==> config.mk <==
export PLATFORM = sky130hd
export DESIGN_NAME = host_frame_demux_flat
export DESIGN_NICKNAME = d
export VERILOG_FILES = /design/src/rtl/host_frame_demux_pkg.sv /design/src/rtl/host_frame_demux_if.sv /design/src/rtl/host_frame_demux_sat_timer.sv /design/src/rtl/host_frame_demux.sv /design/src/flat_wrapper.sv
export SDC_FILE = /design/constraint.sdc
export NUM_CORES = 1
export LEC_CHECK = 0
export ABC_CLOCK_PERIOD_IN_PS = 2700
export CAP_MARGIN = 25
export CORE_ASPECT_RATIO = 2
export CORE_MARGIN = 4
export CORE_UTILIZATION = 54
export DETAILED_ROUTE_END_ITERATION = 10
export PLACE_DENSITY = 0.79
export SLEW_MARGIN = 30
export SYNTH_ARGS = -nofsm -noshare
export SYNTH_HDL_FRONTEND = slang
export SYNTH_SLANG_ARGS = --single-unit
==> constraint.sdc <==
create_clock -name clk -period 2.7 [get_ports clk]
set_clock_uncertainty 0.1 [all_clocks]
set_input_delay 0.27 -clock clk [delete_from_list [all_inputs] [get_ports clk]]
set_output_delay 0.27 -clock clk [all_outputs]
set_load 0.01 [all_outputs]
==> src/rtl/host_frame_demux_pkg.sv <==
// Shared link definitions for the two-board frame link.
// Used by the host multiplexer and the player-2 demultiplexer.
package host_frame_demux_pkg;

  localparam int WORD_W    = 16;
  localparam int PAYLOAD_W = 12;
  localparam int TAG_W     = 4;

  localparam logic [TAG_W-1:0] TAG_PL1X  = 4'd1;
  localparam logic [TAG_W-1:0] TAG_PL1Y  = 4'd2;
  localparam logic [TAG_W-1:0] TAG_BALLX = 4'd3;
  localparam logic [TAG_W-1:0] TAG_BALLY = 4'd4;
  localparam logic [TAG_W-1:0] TAG_FLAGS = 4'd5;

  localparam int SC1_HI  = 11;
  localparam int SC1_LO  = 8;
  localparam int SC2_HI  = 7;
  localparam int SC2_LO  = 4;
  localparam int FP_BIT  = 1;
  localparam int EG_BIT  = 0;

  typedef enum logic {
    WAIT_SYNC = 1'b0,
    COLLECT   = 1'b1
  } state_e;

  function automatic logic [TAG_W-1:0] tag_of(
    input logic [WORD_W-1:0] w
  );
    return w[WORD_W-1 -: TAG_W];
  endfunction

  function automatic logic [PAYLOAD_W-1:0] pay_of(
    input logic [WORD_W-1:0] w
  );
    return w[PAYLOAD_W-1:0];
  endfunction

  function automatic logic [7:0] sat_inc8(
    input logic [7:0] v
  );
    return (v == 8'hFF) ? v : v + 8'd1;
  endfunction

endpackage

==> src/rtl/host_frame_demux_if.sv <==
// Word stream from the UART 8-to-16 converter.
// No backpressure: a strobe marks one valid word.
interface host_frame_demux_if;
  import host_frame_demux_pkg::*;

  logic [WORD_W-1:0] data;
  logic              conv8to16valid;

  modport master (
    output data,
    output conv8to16valid
  );

  modport slave (
    input data,
    input conv8to16valid
  );

endinterface

==> src/rtl/host_frame_demux_sat_timer.sv <==
// Up-counter that sticks at LIMIT; expired while parked there.
// Clear has priority over counting.
module sat_timer #(
  parameter int unsigned LIMIT = 16
) (
  input  logic clk,
  input  logic rst,
  input  logic i_clr,
  input  logic i_en,
  output logic o_expired
);

  localparam int unsigned W = $clog2(LIMIT + 1);

  logic [W-1:0] r_cnt;
  logic         w_exp;

  assign w_exp     = (r_cnt == W'(LIMIT));
  assign o_expired = w_exp;

  always_ff @(posedge clk) begin
    if (rst || i_clr)
      r_cnt <= '0;
    else if (i_en && !w_exp)
      r_cnt <= r_cnt + W'(1);
  end

endmodule

==> src/rtl/host_frame_demux.sv <==
// Player-2 side frame parser: five tagged words in,
// atomically committed game state out.
module host_frame_demux
  import host_frame_demux_pkg::*;
#(
  parameter int unsigned WORD_GAP_MAX = 65000,
  parameter int unsigned LINK_TIMEOUT = 6500000
) (
  input  logic                  clk,
  input  logic                  rst,
  host_frame_demux_if.slave     rx,
  output logic [PAYLOAD_W-1:0]  pl1_posx,
  output logic [PAYLOAD_W-1:0]  pl1_posy,
  output logic [PAYLOAD_W-1:0]  ball_posx,
  output logic [PAYLOAD_W-1:0]  ball_posy,
  output logic [3:0]            pl1_score,
  output logic [3:0]            pl2_score,
  output logic                  flag_point,
  output logic                  end_game,
  output logic                  frame_valid,
  output logic                  link_up,
  output logic [7:0]            err_count
);

  state_e               r_state;
  logic [TAG_W-1:0]     r_exp_tag;
  logic [PAYLOAD_W-1:0] r_sh_px;
  logic [PAYLOAD_W-1:0] r_sh_py;
  logic [PAYLOAD_W-1:0] r_sh_bx;
  logic [PAYLOAD_W-1:0] r_sh_by;
  logic [PAYLOAD_W-1:0] r_px;
  logic [PAYLOAD_W-1:0] r_py;
  logic [PAYLOAD_W-1:0] r_bx;
  logic [PAYLOAD_W-1:0] r_by;
  logic [3:0]           r_s1;
  logic [3:0]           r_s2;
  logic                 r_fp;
  logic                 r_eg;
  logic                 r_fv;
  logic                 r_seen;
  logic [7:0]           r_err;

  logic                 w_stb;
  logic [TAG_W-1:0]     w_tag;
  logic [PAYLOAD_W-1:0] w_pay;
  logic                 w_in_col;
  logic                 w_commit;
  logic                 w_gap_clr;
  logic                 w_gap_exp;
  logic                 w_link_exp;

  assign w_stb    = rx.conv8to16valid;
  assign w_tag    = tag_of(rx.data);
  assign w_pay    = pay_of(rx.data);
  assign w_in_col = (r_state == COLLECT);
  assign w_commit = w_stb && w_in_col
                 && (r_exp_tag == TAG_FLAGS)
                 && (w_tag == TAG_FLAGS);
  // Gap only runs while a frame is open.
  assign w_gap_clr = w_stb || !w_in_col;

  sat_timer #(
    .LIMIT (WORD_GAP_MAX)
  ) u_gap (
    .clk       (clk),
    .rst       (rst),
    .i_clr     (w_gap_clr),
    .i_en      (1'b1),
    .o_expired (w_gap_exp)
  );

  sat_timer #(
    .LIMIT (LINK_TIMEOUT)
  ) u_link (
    .clk       (clk),
    .rst       (rst),
    .i_clr     (w_commit),
    .i_en      (1'b1),
    .o_expired (w_link_exp)
  );

  always_ff @(posedge clk) begin
    if (rst) begin
      r_state   <= WAIT_SYNC;
      r_exp_tag <= TAG_PL1X;
      r_sh_px   <= '0;
      r_sh_py   <= '0;
      r_sh_bx   <= '0;
      r_sh_by   <= '0;
      r_px      <= '0;
      r_py      <= '0;
      r_bx      <= '0;
      r_by      <= '0;
      r_s1      <= '0;
      r_s2      <= '0;
      r_fp      <= 1'b0;
      r_eg      <= 1'b0;
      r_fv      <= 1'b0;
      r_seen    <= 1'b0;
      r_err     <= '0;
    end else begin
      r_fv <= 1'b0;
      if (w_stb && !w_in_col) begin
        if (w_tag == TAG_PL1X) begin
          r_sh_px   <= w_pay;
          r_exp_tag <= TAG_PL1Y;
          r_state   <= COLLECT;
        end
      end else if (w_stb) begin
        if (w_commit) begin
          r_px      <= r_sh_px;
          r_py      <= r_sh_py;
          r_bx      <= r_sh_bx;
          r_by      <= r_sh_by;
          r_s1      <= w_pay[SC1_HI:SC1_LO];
          r_s2      <= w_pay[SC2_HI:SC2_LO];
          r_fp      <= w_pay[FP_BIT];
          r_eg      <= w_pay[EG_BIT];
          r_fv      <= 1'b1;
          r_seen    <= 1'b1;
          r_state   <= WAIT_SYNC;
          r_exp_tag <= TAG_PL1X;
        end else if (w_tag == r_exp_tag) begin
          unique case (1'b1)
            (r_exp_tag == TAG_PL1Y):  r_sh_py <= w_pay;
            (r_exp_tag == TAG_BALLX): r_sh_bx <= w_pay;
            (r_exp_tag == TAG_BALLY): r_sh_by <= w_pay;
            default: ;
          endcase
          r_exp_tag <= r_exp_tag + 4'd1;
        end else if (w_tag == TAG_PL1X) begin
          // Early tag 1 restarts the frame instead of dropping it.
          r_err     <= sat_inc8(r_err);
          r_sh_px   <= w_pay;
          r_exp_tag <= TAG_PL1Y;
        end else begin
          r_err     <= sat_inc8(r_err);
          r_state   <= WAIT_SYNC;
          r_exp_tag <= TAG_PL1X;
        end
      end else if (w_in_col && w_gap_exp) begin
        r_err     <= sat_inc8(r_err);
        r_state   <= WAIT_SYNC;
        r_exp_tag <= TAG_PL1X;
      end
    end
  end

  assign pl1_posx    = r_px;
  assign pl1_posy    = r_py;
  assign ball_posx   = r_bx;
  assign ball_posy   = r_by;
  assign pl1_score   = r_s1;
  assign pl2_score   = r_s2;
  assign flag_point  = r_fp;
  assign end_game    = r_eg;
  assign frame_valid = r_fv;
  assign link_up     = r_seen && !w_link_exp;
  assign err_count   = r_err;

endmodule

==> src/flat_wrapper.sv <==
// flat-port wrapper written by rule: the top's interface ports become plain ports
module host_frame_demux_flat import host_frame_demux_pkg::*;
#(
  parameter int unsigned WORD_GAP_MAX = 65000,
  parameter int unsigned LINK_TIMEOUT = 6500000
)
  (clk, rst, pl1_posx, pl1_posy, ball_posx, ball_posy, pl1_score, pl2_score, flag_point, end_game, frame_valid, link_up, err_count, rx_data, rx_conv8to16valid);
  host_frame_demux_if rx_i ();
  input  logic clk;
  input  logic rst;
  output logic [PAYLOAD_W-1:0] pl1_posx;
  output logic [PAYLOAD_W-1:0] pl1_posy;
  output logic [PAYLOAD_W-1:0] ball_posx;
  output logic [PAYLOAD_W-1:0] ball_posy;
  output logic [3:0] pl1_score;
  output logic [3:0] pl2_score;
  output logic flag_point;
  output logic end_game;
  output logic frame_valid;
  output logic link_up;
  output logic [7:0] err_count;
  input wire logic [$bits(rx_i.data)-1:0] rx_data;
  input wire logic [$bits(rx_i.conv8to16valid)-1:0] rx_conv8to16valid;
  assign rx_i.data = rx_data;
  assign rx_i.conv8to16valid = rx_conv8to16valid;
  host_frame_demux #(.WORD_GAP_MAX(WORD_GAP_MAX), .LINK_TIMEOUT(LINK_TIMEOUT)) u_core (.clk(clk), .rst(rst), .rx(rx_i), .pl1_posx(pl1_posx), .pl1_posy(pl1_posy), .ball_posx(ball_posx), .ball_posy(ball_posy), .pl1_score(pl1_score), .pl2_score(pl2_score), .flag_point(flag_point), .end_game(end_game), .frame_valid(frame_valid), .link_up(link_up), .err_count(err_count));
endmodule
Yosys cells after proc, flatten, opt, wreduce, memory -nomap -nowiden. Cells that the tools add are included.

Multiplexer cells: 25. Equality and inequality tests: 17. Bitwise gates (word level): 3. Reduce and logical (&&, ||, !) cells: 23. Add/subtract/negate cells: 4.

Operators by type and width (count): 12-bit two-way mux (5); 8-bit two-way mux (5); 4-bit two-way mux (6); 23-bit by 1-bit adder with 23-bit output, second input constant (1); 23-bit == test, second input constant (1); 16-bit by 1-bit adder with 16-bit output, second input constant (1); 16-bit == test, second input constant (1); 5-bit AND reduction (3); 4-bit by 3-bit == test with 1-bit output, second input constant (3); 8-bit by 1-bit adder with 8-bit output, second input constant (1); 4-bit by 2-bit == test with 1-bit output, second input constant (2); 8-bit == test, second input constant (1); 1-bit two-way mux (8); 4-bit by 3-bit != test with 1-bit output, second input constant (2); 4-bit AND reduction (2); 1-bit logical AND (6); 2-bit != test, second input constant (3); 3-bit AND reduction (2); 4-bit by 1-bit adder with 4-bit output, second input constant (1); 4-bit by 1-bit == test with 1-bit output, second input constant (1); 4-bit == test (1); 2-bit by 1-bit != test with 1-bit output, second input constant (2); 2-bit nonzero test (2); 1-bit logical OR (3); other kinds (6) (9).

Word-level logic and storage cells: 91. Flip-flop bits (word level): 160. Output and inout port bits: 68. Input port bits: 19.

Logic depth before layout (Yosys ltp).
Depth after elaboration: 6. Mapped depth: 8. Gate-level depth less buffers: 7.

Modules after synthesis. From an unflattened synthesis, not the netlist that was laid out.

Cells, all modules: 774. Area total of the unflattened synthesis: 6712.7 um^2.

Modules (own cells, without submodules): host_frame_demux (instances 1, sequential area each 2422.3 um^2, cells an instance 538, area each 4629.4 um^2); sat_timer (u_core.u_link) (instances 1, sequential area each 460.4 um^2, cells an instance 148, area each 1281.2 um^2); sat_timer (u_core.u_gap) (instances 1, sequential area each 320.3 um^2, cells an instance 88, area each 802.0 um^2).

Least setup slack after synthesis. Ideal clock, no wire load.

Path kind: reg2reg. Start point: reg u_core.u_gap.r_cnt[3]. End point: reg u_core.r_err[2] (netlist: u_core.err_count[2]). Cell stages (with the launch flop): 7. Slack: 0.595 ns. Data arrival time: 1.870 ns. Clock period less this slack: 2.105 ns. Path buffers: 1. Setup time: 0.135 ns. Cells stage by stage: dfxtp_1 or3b_1 nor4_4 a2bb2oi_2 buf_2 o311ai_0 o41ai_1.

Word-level cells in the longest chain between the ends: 4.

Ends and longest elaborated chain: start: declaration (RTL line host_frame_demux_sat_timer.sv:15) `logic [W-1:0] r_cnt;`; start signal: assignment (RTL line host_frame_demux_sat_timer.sv:25) `r_cnt <= r_cnt + W'(1);`; 16-bit == test (RTL line host_frame_demux_sat_timer.sv:18) `assign w_exp = (r_cnt == W'(LIMIT));`; 1-bit logical AND (RTL line host_frame_demux.sv:141) `end else if (w_in_col && w_gap_exp) begin`; 2-bit nonzero test (no line); 4-bit AND reduction (no line); end signal: assignment (RTL line host_frame_demux.sv:133) `r_err <= sat_inc8(r_err);`; end signal: assignment (RTL line host_frame_demux.sv:137) `r_err <= sat_inc8(r_err);`; end signal: assignment (RTL line host_frame_demux.sv:142) `r_err <= sat_inc8(r_err);`; end: declaration (RTL line host_frame_demux.sv:41) `logic [7:0] r_err;`.

Every way passes these cells. A chain may end at the register's enable or synchronous reset.

Worst setup path in the final report.
Start point: reg u_core.u_link.r_cnt[14]. End point: out link_up.

Word-level cells in the longest chain between the ends: 3.

Ends and longest elaborated chain: start: declaration (RTL line host_frame_demux_sat_timer.sv:15); start signal: assignment (RTL line host_frame_demux_sat_timer.sv:25); 23-bit == test (RTL line host_frame_demux_sat_timer.sv:18); 1-bit logical NOT (RTL line host_frame_demux.sv:158) `assign link_up = r_seen && !w_link_exp;`; 1-bit logical AND (RTL line host_frame_demux.sv:158); end: declaration (RTL line flat_wrapper.sv:20) `output logic link_up;`.

Every way passes these cells.

==> flow_summary.json <==
{
  "run_status": "completed",
  "initial_core_util_pct": 55.4,
  "clk_pin_slew_ps": 60,
  "ios": 87,
  "grt_usage_pct": 23.2,
  "cp-startpoint": "u_core.u_link.r_cnt[14]",
  "cts_setup_buffers": 0,
  "yosysWarnings": 0,
  "synth_edf_count": 0,
  "die_h_um": 161,
  "worstPathRequired_ps": 2330,
  "peakVddDrop_v": 0.000499,
  "cp-start-kind": "flip-flop",
  "tightest_slew_ps": 680,
  "cap_violations": 0,
  "antenna_cells": 0,
  "cts-root-buf": "clkbuf_16",
  "reg.largest.list": "u_core.u_link.r_cnt x23, u_core.u_gap.r_cnt x16",
  "critPathMaxFanout": 4,
  "slew_violations": 0,
  "cts_hold_buffers": 0,
  "hold_path.class": "primary input to flip-flop",
  "vias": 5436,
  "use_met3_pct": 5.26,
  "core_mm2": 0.0114,
  "max_freq_mhz": 386,
  "min_from": "rst",
  "final_area_mm2": 0.00800,
  "cts.sinks": 160,
  "slew-limit-headroom_pct": 54.1,
  "final_net_count": 847,
  "synth_common_cells": "160 x dfxtp_1, 159 x nand2_1, 86 x nor2_1",
  "syn_nets": 763,
  "arrival_ps": 2220,
  "wl_um": 15500,
  "synthTopCellsByArea": "dfxtp_1 51%, nand2_1 9.4%, a21oi_1 6.2%",
  "dr.pass1.iters": 5,
  "p_int_uw": 3840,
  "first_iter_violations": 264,
  "die_w_um": 84.5,
  "met1_usage_pct": 24.3,
  "yosysMostFrequentCell": "dfxtp_1",
  "share_comb_of_total_power_pct": 2.6,
  "globalplace.congestion": 0.869,
  "antenna_found_initial": 0,
  "die_area_mm2": 0.0136,
  "seq_power_share_pct": 47.9,
  "holdPathEnd": "u_core.r_sh_bx[9]",
  "synth_top_area_share_pct": 50.6,
  "final-seq-area_mm2": 0.00320,
  "layout-drive-gt1-share_pct": 7.93,
  "place_area_mm2": 0.00737,
  "area_growth_pct": 26.5,
  "remaining_drc_errors": 0,
  "worstReg2RegEnd": "u_core.err_count[5]",
  "syn_area_mm2": 0.00633,
  "largest_reg_flops": 23,
  "hold_violations": 0,
  "synthDistinctLibCells": 43,
  "synthFlopType": "dfxtp_1",
  "largest_register": "u_core.u_link.r_cnt",
  "critPathCaptureType": "primary output",
  "post-place-ws_ps": 130,
  "critPathKind": "flip-flop to primary output",
  "p_sw_uw": 1120,
  "swShare_pct": 22.7,
  "cts_buffers": 17,
  "p_clk_share_pct": 49.5,
  "clock_latency_ps": 420,
  "period_minus_slack_ps": 2590,
  "postRouteAntennaNets": 0,
  "hold_depth": 2,
  "multi_input_area_mm2": 0.00296,
  "cts-htree-levels": 4,
  "ys_seq_area_share_pct": 50.6,
  "cts_tree": "built",
  "syn_inst": 735,
  "r2r-start": "u_core.r_exp_tag[1]",
  "cellLeakagePower_uw": 0.00271,
  "async_reset_ff_share_pct": 0,
  "port_buffers": 86,
  "total_power_uw": 4960,
  "rows": 55,
  "whs_ps": 189,
  "grt_pass1_wl_um": 25700,
  "stdcell_count": 974,
  "p_per_area_mw_per_mm2": 620,
  "r2r_setup_slack_ps": 350,
  "timing.final.crit_share_pct": 96.0,
  "n_fill_cell": 928,
  "dpl.cell_count": 942,
  "grt_overflow_total": 0,
  "post-synth-top-area-cell": "dfxtp_1",
  "wl_per_cell_um": 15.9,
  "setup_viol": 0,
  "reg2regPathDepth": 8,
  "busiest_layer": "met2",
  "viasPerCell": 5.58,
  "grt.met2_usage_pct": 42.6,
  "syn_area_per_cell_um2": 8.61,
  "grt_max_degree": 60,
  "ys_ff_latch": 160,
  "clockBufferDepth": 2,
  "setup_slack_ps": 107,
  "grt_pass1_vias": 5534,
  "hpwl_um": 10800
}
kinds of logic (layout without fill, tap and decap cells):
family | Yosys count | in the layout | share of synthesized area (%)
AND/OR/NAND/NOR | 331 | 331 | 23.6
flip-flops | 160 | 160 | 50.6
AO/OA/AOI/OAI | 104 | 104 | 9.04
buffers and inverters | 52 | 149 | 3.18
multiplexers | 40 | 40 | 6.37
XOR/XNOR | 39 | 39 | 5.40
adder cells (fa/ha/maj) | 9 | 9 | 1.78
cells in the final DEF (no fill, tap or decap), drive strengths merged, types with 3 or more instances in the layout:
cell	count
nor3	6
xnor2	18
xor2	21
clkinv	3
nand3	19
and2	4
nor2b	3
a21oi	79
mux2i	38
or4	3
clkbuf	18
buf	19
nand2b	3
or3b	4
nor2	86
nor4	7
clkdlybuf4s50	85
ha	9
nand4b	4
and4	6
nand4	11
o21ai	10
dfxtp	160
nand2	159
and3	8
or3	4
inv	20
repair_timing:
action                     CTS  global route
gates resized for setup      1             3
setup endpoints to repair    1             1
pin swaps                    0             1
power groups by stage:
| stage | sequential (uW) | combinational, uW | clock, uW |
|---|---|---|---|
| after floorplan | 2430 | 63.7 | 0 |
| final | 2380 | 131 | 2450 |
| after CTS | 2380 | 130 | 2490 |
| after detailed placement | 2430 | 129 | 0 |
| after global routing | 2380 | 140 | 2600 |
| after global placement | 2430 | 125 | 0 |
final cells by class:
cell class	instances	share of cell area (%)
Clock buffer	18	5.49
Inverter	13	0.610
Sequential cell	160	40.0
Multi-Input combinational cell	523	36.9
Tap cell	142	2.22
Timing Repair Buffer	104	12.6
Clock inverter	14	2.13
through the flow:
step / utilization, % / TNS [ps]
2_1_floorplan: - / 0
3_3_place_gp: 64.5 / 0
3_5_place_dp: 64.5 / 0
4_1_cts: 69.9 / 0
5_1_grt: 70.1 / -3.25
6_report: 70.1 / 0
critical path: stages, from the launching register on:
cell             delay, ps
dfxtp_1                340
or4_1                  570
nor4_2                 200
buf_4                  190
nor2b_1                 40
clkdlybuf4s50_1        470
per-layer routing:
metal / vias up / share of wire (%)
met4: 0 / 3.7
met2: 153 / 55
met1: 2602 / 37
met3: 43 / 4.0
met5: - / 0
li1: 2638 / -
worst max path at each step:
| stage | slack, ps | end |
|---|---|---|
| after floorplan | 590 | u_core.err_count[2] |
| after global placement | 240 | u_core.r_sh_px[3] |
| after detailed placement | 130 | u_core.r_sh_px[8] |
| after CTS | 10 | link_up |
| after global routing | -3 | link_up |
| final | 110 | link_up |
Power figures use the tool's default switching activity.
